===== src/rtl/baud_tick_sched_pkg.sv =====
// Shared types and defaults for the baud tick scheduler.
// BAUD_FRAC_EN adds the fractional-divisor default width.
package baud_pkg;

  typedef enum logic [1:0] {
    IDLE = 2'd0,
    RUN  = 2'd1,
    PEND = 2'd2
  } state_t;

  localparam int unsigned DIV_MIN   = 2;
  localparam int unsigned DIV_W_DEF = 16;
  localparam int unsigned OSR_DEF   = 16;
`ifdef BAUD_FRAC_EN
  localparam int unsigned FRAC_W_DEF = 4;
`endif

endpackage


===== src/rtl/baud_tick_sched_if.sv =====
// Divisor configuration handshake for baud_tick_sched.
// BAUD_FRAC_EN adds the cfg_frac field.
interface baud_tick_sched_if
  import baud_pkg::*;
#(
  parameter int unsigned DIV_W = DIV_W_DEF
`ifdef BAUD_FRAC_EN
  , parameter int unsigned FRAC_W = FRAC_W_DEF
`endif
);

  logic             cfg_valid;
  logic             cfg_ready;
  logic [DIV_W-1:0] cfg_div;
`ifdef BAUD_FRAC_EN
  logic [FRAC_W-1:0] cfg_frac;

  modport master (output cfg_valid, output cfg_div, output cfg_frac, input cfg_ready);
  modport slave  (input cfg_valid, input cfg_div, input cfg_frac, output cfg_ready);
`else
  modport master (output cfg_valid, output cfg_div, input cfg_ready);
  modport slave  (input cfg_valid, input cfg_div, output cfg_ready);
`endif

endinterface


===== src/rtl/baud_tick_sched_tick_counter.sv =====
// Modulo counter: counts 0..limit while inc is high, wrap flags the limit cycle.
module tick_counter #(
  parameter int unsigned W = 16
) (
  input  logic         clk_in,
  input  logic         reset,
  input  logic         clear,
  input  logic         inc,
  input  logic [W-1:0] limit,
  output logic [W-1:0] count,
  output logic         wrap
);

  assign wrap = inc && (count == limit);

  always_ff @(posedge clk_in) begin
    if (reset || clear) begin
      count <= '0;
    end else if (inc) begin
      count <= wrap ? '0 : count + W'(1);
    end
  end

endmodule


===== src/rtl/baud_tick_sched.sv =====
// Oversample/bit tick scheduler with bit-boundary divisor switching.
// BAUD_FRAC_EN enables the fractional divisor accumulator.
module baud_tick_sched
  import baud_pkg::*;
#(
  parameter int unsigned DIV_W = DIV_W_DEF,
  parameter int unsigned OSR   = OSR_DEF
`ifdef BAUD_FRAC_EN
  , parameter int unsigned FRAC_W = FRAC_W_DEF
`endif
) (
  input  logic                 clk_in,
  input  logic                 reset,
  input  logic                 en,
  baud_tick_sched_if.slave     cfg,
  output logic                 os_tick,
  output logic                 bit_tick,
  output logic                 active,
  output logic                 cfg_err
);

  localparam int unsigned SUB_W = $clog2(OSR);

  state_t           state;
  logic [DIV_W-1:0] div_q, pend_div, div_in, os_cnt, os_limit;
  logic [SUB_W-1:0] sub_cnt;
  logic             configured, xfer, running, os_wrap, bit_edge, switch_now, cnt_clear;

  assign cfg.cfg_ready = (state != PEND);
  assign active        = (state != IDLE);
  assign xfer          = cfg.cfg_valid && cfg.cfg_ready;
  assign div_in        = (cfg.cfg_div < DIV_W'(DIV_MIN)) ? DIV_W'(DIV_MIN) : cfg.cfg_div;
  assign running       = en && (state != IDLE);
  // The switch shares the edge that registers bit_tick, so the first new
  // period starts exactly on the bit boundary.
  assign switch_now    = running && (state == PEND) && bit_edge;
  assign cnt_clear     = !running || switch_now;

`ifdef BAUD_FRAC_EN
  logic [FRAC_W-1:0] frac_q, pend_frac, acc;
  logic              stretch;

  assign os_limit = stretch ? div_q : div_q - DIV_W'(1);

  always_ff @(posedge clk_in) begin
    if (reset || cnt_clear) begin
      acc     <= '0;
      stretch <= 1'b0;
    end else if (os_wrap) begin
      {stretch, acc} <= {1'b0, acc} + {1'b0, frac_q};
    end
  end
`else
  assign os_limit = div_q - DIV_W'(1);
`endif

  tick_counter #(.W(DIV_W)) u_os_cnt (
    .clk_in (clk_in),
    .reset  (reset),
    .clear  (cnt_clear),
    .inc    (running),
    .limit  (os_limit),
    .count  (os_cnt),
    .wrap   (os_wrap)
  );

  tick_counter #(.W(SUB_W)) u_sub_cnt (
    .clk_in (clk_in),
    .reset  (reset),
    .clear  (cnt_clear),
    .inc    (os_wrap),
    .limit  (SUB_W'(OSR - 1)),
    .count  (sub_cnt),
    .wrap   (bit_edge)
  );

  always_ff @(posedge clk_in) begin
    if (reset) begin
      state      <= IDLE;
      div_q      <= DIV_W'(DIV_MIN);
      pend_div   <= DIV_W'(DIV_MIN);
      configured <= 1'b0;
      os_tick    <= 1'b0;
      bit_tick   <= 1'b0;
      cfg_err    <= 1'b0;
`ifdef BAUD_FRAC_EN
      frac_q     <= '0;
      pend_frac  <= '0;
`endif
    end else begin
      os_tick  <= running && os_wrap;
      bit_tick <= running && bit_edge;
      cfg_err  <= xfer && (cfg.cfg_div < DIV_W'(DIV_MIN));
      unique case (state)
        IDLE: begin
          if (xfer) begin
            div_q      <= div_in;
            configured <= 1'b1;
`ifdef BAUD_FRAC_EN
            frac_q     <= cfg.cfg_frac;
`endif
          end
          if (en && configured) state <= RUN;
        end
        RUN: begin
          if (!en) begin
            state <= IDLE;
            if (xfer) begin
              div_q <= div_in;
`ifdef BAUD_FRAC_EN
              frac_q <= cfg.cfg_frac;
`endif
            end
          end else if (xfer) begin
            pend_div <= div_in;
`ifdef BAUD_FRAC_EN
            pend_frac <= cfg.cfg_frac;
`endif
            state <= PEND;
          end
        end
        PEND: begin
          if (!en || switch_now) begin
            div_q <= pend_div;
`ifdef BAUD_FRAC_EN
            frac_q <= pend_frac;
`endif
            state <= en ? RUN : IDLE;
          end
        end
        default: state <= IDLE;
      endcase
    end
  end

  logic unused_os_cnt;
  assign unused_os_cnt = ^{os_cnt, sub_cnt};

endmodule


===== src/flat_wrapper.sv =====
// flat-port wrapper written by rule: the top's interface ports become plain ports
module baud_tick_sched_flat import baud_pkg::*;
#(
  parameter int unsigned DIV_W = DIV_W_DEF,
  parameter int unsigned OSR   = OSR_DEF

)
  (clk_in, reset, en, os_tick, bit_tick, active, cfg_err, cfg_cfg_valid, cfg_cfg_div, cfg_cfg_ready);
  baud_tick_sched_if #(.DIV_W(DIV_W)) cfg_i ();
  input  logic clk_in;
  input  logic reset;
  input  logic en;
  output logic os_tick;
  output logic bit_tick;
  output logic active;
  output logic cfg_err;
  input wire logic [$bits(cfg_i.cfg_valid)-1:0] cfg_cfg_valid;
  input wire logic [$bits(cfg_i.cfg_div)-1:0] cfg_cfg_div;
  output wire logic [$bits(cfg_i.cfg_ready)-1:0] cfg_cfg_ready;
  assign cfg_i.cfg_valid = cfg_cfg_valid;
  assign cfg_i.cfg_div = cfg_cfg_div;
  assign cfg_cfg_ready = cfg_i.cfg_ready;
  baud_tick_sched #(.DIV_W(DIV_W), .OSR(OSR)) u_core (.clk_in(clk_in), .reset(reset), .en(en), .cfg(cfg_i), .os_tick(os_tick), .bit_tick(bit_tick), .active(active), .cfg_err(cfg_err));
endmodule

===== config.mk =====
export PLATFORM = sky130hd
export DESIGN_NAME = baud_tick_sched_flat
export DESIGN_NICKNAME = d
export VERILOG_FILES = /design/src/rtl/baud_tick_sched_pkg.sv /design/src/rtl/baud_tick_sched_if.sv /design/src/rtl/baud_tick_sched_tick_counter.sv /design/src/rtl/baud_tick_sched.sv /design/src/flat_wrapper.sv
export SDC_FILE = /design/constraint.sdc
export NUM_CORES = 1
export LEC_CHECK = 0
export CORE_MARGIN = 3
export CORE_UTILIZATION = 53
export CTS_CLUSTER_SIZE = 40
export DETAILED_ROUTE_END_ITERATION = 7
export GPL_ROUTABILITY_DRIVEN = 0
export PLACE_DENSITY = 0.76
export SLEW_MARGIN = 20
export SYNTH_ARGS = -nofsm -noshare
export SYNTH_HDL_FRONTEND = slang
export SYNTH_SLANG_ARGS = --single-unit

===== constraint.sdc =====
create_clock -name clk_in -period 2.4 [get_ports clk_in]
set_clock_uncertainty 0.05 [all_clocks]
set_input_delay 0.24 -clock clk_in [delete_from_list [all_inputs] [get_ports clk_in]]
set_output_delay 0.24 -clock clk_in [all_outputs]
set_load 0.005 [all_outputs]

==> impl_metrics.xml <==
<?xml version="1.0" encoding="UTF-8"?>
<metrics>
  <group name="floorplanning">
    <metric name="core_area" unit="mm^2">0.00568</metric>
    <metric name="die_y" unit="um">83.9</metric>
    <metric name="initial_utilization" unit="%">56.7</metric>
    <metric name="std_cell_rows" unit="">27</metric>
    <metric name="floorplan.die_area" unit="mm^2">0.00704</metric>
    <metric name="overall_die_width" unit="um">83.9</metric>
    <metric name="io_pins" unit="">25</metric>
  </group>
  <group name="run">
    <metric name="max_cap_violations" unit="">0</metric>
  </group>
  <group name="grt">
    <metric name="use_met3" unit="%">3.85</metric>
    <metric name="wire_length_of_the_first_global_routing_pass" unit="um">13100</metric>
    <metric name="maximum_number_of_pins_on_one_net_before_global_route_repair" unit="">36</metric>
    <metric name="grt_util_all_layers" unit="%">22.7</metric>
    <metric name="overflow" unit="">0</metric>
    <metric name="initial_antenna_violation_count" unit="">0</metric>
    <metric name="grt_util_met2" unit="%">34.6</metric>
    <metric name="grt_most_used_layer" unit="">met2</metric>
    <metric name="global_route.usage.met1" unit="%">31.6</metric>
    <metric name="grt_pass1_vias" unit="">2734</metric>
  </group>
  <group name="logic_synthesis">
    <metric name="async_reset_ff_share" unit="%">0</metric>
    <metric name="synth_compound_area_share" unit="%">19.3</metric>
    <metric name="ys_seq_area_share" unit="%">36.1</metric>
    <metric name="synth_xor_area_share" unit="%">8.98</metric>
    <metric name="post_synth_main_area_contributors" unit="">dfxtp_1 36%, nand2_1 5.6%, xor2_1 5.4%</metric>
    <metric name="synth_top_family_by_area" unit="">simple AND/OR/NAND/NOR gates</metric>
    <metric name="post_synth_mux_area_share" unit="%">5.29</metric>
    <metric name="yosys.area_share.adder" unit="%">1.17</metric>
    <metric name="yosys.area_share.simple" unit="%">24.5</metric>
    <metric name="synth_cells" unit="">372</metric>
    <metric name="synthMostInstantiatedCell" unit="">dfxtp_1</metric>
    <metric name="yosys_warnings" unit="">0</metric>
    <metric name="synth-edff-count" unit="">0</metric>
    <metric name="synth_ff_type" unit="">dfxtp_1</metric>
    <metric name="post_synth_instance_area" unit="mm^2">0.00322</metric>
    <metric name="yosys.cell_types.count" unit="">57</metric>
    <metric name="synth-seq-cells" unit="">58</metric>
    <metric name="syn_avg_cell_area" unit="um^2">8.65</metric>
    <metric name="synthesis.nets" unit="">395</metric>
    <metric name="synth_top_cells_by_count" unit="">58 x dfxtp_1, 48 x nand2_1, 29 x nor2_1, 25 x a21oi_1, 21 x a211oi_1</metric>
    <metric name="synthDominantCellAreaShare" unit="%">36.1</metric>
    <metric name="yosys.area.top_type" unit="">dfxtp_1</metric>
  </group>
  <group name="layout">
    <metric name="final_layout_size_suffix_gt1_share" unit="%">22.6</metric>
    <metric name="design.final.nets" unit="">447</metric>
    <metric name="antenna_cells_inserted" unit="">0</metric>
    <metric name="flow.area_growth_from_synthesis" unit="%">27.8</metric>
    <metric name="fin_area" unit="mm^2">0.00411</metric>
    <metric name="fill_cells" unit="">404</metric>
  </group>
  <group name="critical_path">
    <metric name="r2r.worst_path.cells" unit="">10</metric>
    <metric name="cp-end-kind" unit="">flop</metric>
    <metric name="cp.arrival" unit="ps">2760</metric>
    <metric name="critPathRequiredTime" unit="ps">2570</metric>
    <metric name="timing.critical_path.fanout_max" unit="">5</metric>
    <metric name="worst_path_class_setup" unit="">reg -&gt; reg</metric>
    <metric name="critPathLaunchType" unit="">flop</metric>
  </group>
  <group name="power">
    <metric name="clkPwrFrac" unit="%">39.9</metric>
    <metric name="power.internal" unit="uW">1710</metric>
    <metric name="post-layout-total-power" unit="uW">2330</metric>
    <metric name="fraction_of_power_spent_switching_nets" unit="%">26.7</metric>
    <metric name="power.static_leakage" unit="uW">0.00157</metric>
    <metric name="pwr_density_cell" unit="mW/mm^2">567</metric>
    <metric name="seq_power_share" unit="%">44.3</metric>
    <metric name="share_comb_of_total_power" unit="%">15.8</metric>
    <metric name="switchingPower" unit="uW">622</metric>
    <metric name="vdd_drop_max" unit="mV">0.498</metric>
  </group>
  <group name="timing">
    <metric name="post-route-worst-setup-slack" unit="ps">-189</metric>
    <metric name="clock.fmax" unit="GHz">0.386</metric>
    <metric name="worstMarginPinSlew" unit="ps">518</metric>
    <metric name="setup-tns-final" unit="ps">-3450</metric>
    <metric name="report.final.hold_viol_count" unit="">0</metric>
    <metric name="finalMaxSlewViolations" unit="">0</metric>
    <metric name="min_period" unit="ps">2590</metric>
    <metric name="min_period_over_period" unit="%">108</metric>
    <metric name="slew_headroom" unit="%">65.5</metric>
    <metric name="rsz0062_at_grt" unit="">yes</metric>
    <metric name="finalSetupViolCount" unit="">39</metric>
  </group>
  <group name="drt">
    <metric name="first_drt_iteration_drcs" unit="">304</metric>
    <metric name="drc_errors" unit="">0</metric>
    <metric name="avgRoutedWirePerCell" unit="um">16.0</metric>
    <metric name="dr.pass1.iters" unit="">4</metric>
    <metric name="dr_total_vias" unit="">3007</metric>
    <metric name="ant_nets" unit="">0</metric>
    <metric name="wirelength" unit="um">8030</metric>
    <metric name="vias_per_cell" unit="">6.00</metric>
  </group>
  <group name="place">
    <metric name="portBuffers" unit="">24</metric>
    <metric name="dpl_cell_area" unit="mm^2">0.00376</metric>
    <metric name="dp.final_hpwl" unit="um">5470</metric>
    <metric name="dp_slack" unit="ps">-154</metric>
  </group>
  <group name="hold_path">
    <metric name="holdCritPathClass" unit="">reg -&gt; reg</metric>
    <metric name="holdPathStages" unit="">2</metric>
  </group>
  <group name="clock_tree">
    <metric name="clk_pin_slew_worst_paths" unit="ps">70</metric>
    <metric name="cts_root_buf" unit="">clkbuf_8</metric>
    <metric name="cts_num_sinks" unit="">58</metric>
    <metric name="cts-buffers-inserted" unit="">9</metric>
    <metric name="clk-insertion-delay-late" unit="ps">330</metric>
    <metric name="cts.htree.levels" unit="">3</metric>
    <metric name="holdBufCountCts" unit="">0</metric>
    <metric name="tritoncts" unit="">yes</metric>
    <metric name="cts_buffer_depth" unit="">2</metric>
  </group>
  <group name="outcome">
    <metric name="outcome" unit="">finished, violations left</metric>
    <metric name="violations" unit="">negative setup slack</metric>
  </group>
</metrics>
[placed cells by master, fill, tap and decap left out, drive strengths merged, types with 6 or more instances in the layout]
master and instances:
dfxtp 58, nand2 48, buf 39, nor2 30, a211oi 30, a21oi 25
clkdlybuf4s50 24, xor2 20, mux2i 17, nand3 14, xnor2 13, clkbuf 13
nor4 10, inv 9, and3 7, nor3 7, nand4 6, o21ai 6
[per-layer routing]
layer	routed length [um]	share of wire, %
met4	89	1.1
met5	0	0
met1	3680	46
met2	3930	49
met3	334	4.2
[flip-flops by register name, summed over array words and instances, names as in the netlist]
register                cells
u_core.div_q               16
u_core.pend_div            16
u_core.u_os_cnt.count      16
u_core.u_sub_cnt.count      4
u_core.state                2
u_core.bit_tick             1
u_core.cfg_err              1
u_core.configured           1
u_core.os_tick              1
[path summary, 6_finish.rpt]
check | startpoint | to | slack, ps
worst max-delay path | u_core.div_q[0] | u_core.u_sub_cnt.count[3] | -190
worst min-delay path | u_core.pend_div[10] | u_core.pend_div[10] | 400
worst max register to register | u_core.div_q[0] | u_core.u_sub_cnt.count[3] | -190
worst min register to register | u_core.pend_div[10] | u_core.pend_div[10] | 400
[power groups by stage]
stage,Sequential [uW],Clock [uW],Combinational [uW]
after floorplan,1040,0,214
after global placement,1050,0,333
after detailed placement,1050,0,339
after CTS,1030,942,347
after global routing,1040,980,398
final,1030,930,368
[cell type report]
class / count / area [um^2] / share of cell area, %
Clock buffer: 12 / 155 / 3.77
Tap cell: 72 / 90.1 / 2.19
Multi-Input combinational cell: 283 / 2030 / 49.3
Inverter: 8 / 32.5 / 0.791
Sequential cell: 58 / 1170 / 28.4
Clock inverter: 4 / 48.8 / 1.19
Timing Repair Buffer: 64 / 587 / 14.3
[what timing repair did]
item	CTS	global route
gates cloned	1	2
setup endpoints to repair	31	39
pin swaps	1	21
buffers inserted	1	1
resized for setup	5	13
endpoints found under the hold margin	0	0
[worst max-delay path, stage by stage (launching register included)]
cell and delay, ps:
dfxtp_4 370, inv_4 60, ha_4 120, or4b_4 510, nor4b_4 280, xnor2_1 160, nand3_2 120, and4b_4 440
buf_6 140, and4b_1 180, nor3_1 50
[per-stage QoR]
| stage | hold slack [ps] | utilization (%) | instances |
|---|---|---|---|
| floorplan | 326 | - | 372 |
| global placement | 391 | 66.2 | 480 |
| detailed placement | 398 | 66.2 | 480 |
| CTS | 407 | 70.5 | 498 |
| global route | 433 | 72.4 | 501 |
| finish | 402 | 72.4 | 501 |
[cells by family after synthesis]
| family | Yosys count |
|---|---|
| adder cells (fa/ha/maj) | 3 |
| XOR/XNOR | 33 |
| multiplexers | 17 |
| AO/OA/AOI/OAI | 81 |
| AND/OR/NAND/NOR | 147 |
| buffers and inverters | 33 |
| flip-flops | 58 |
Note: power is estimated with default switching activity, not from simulation.
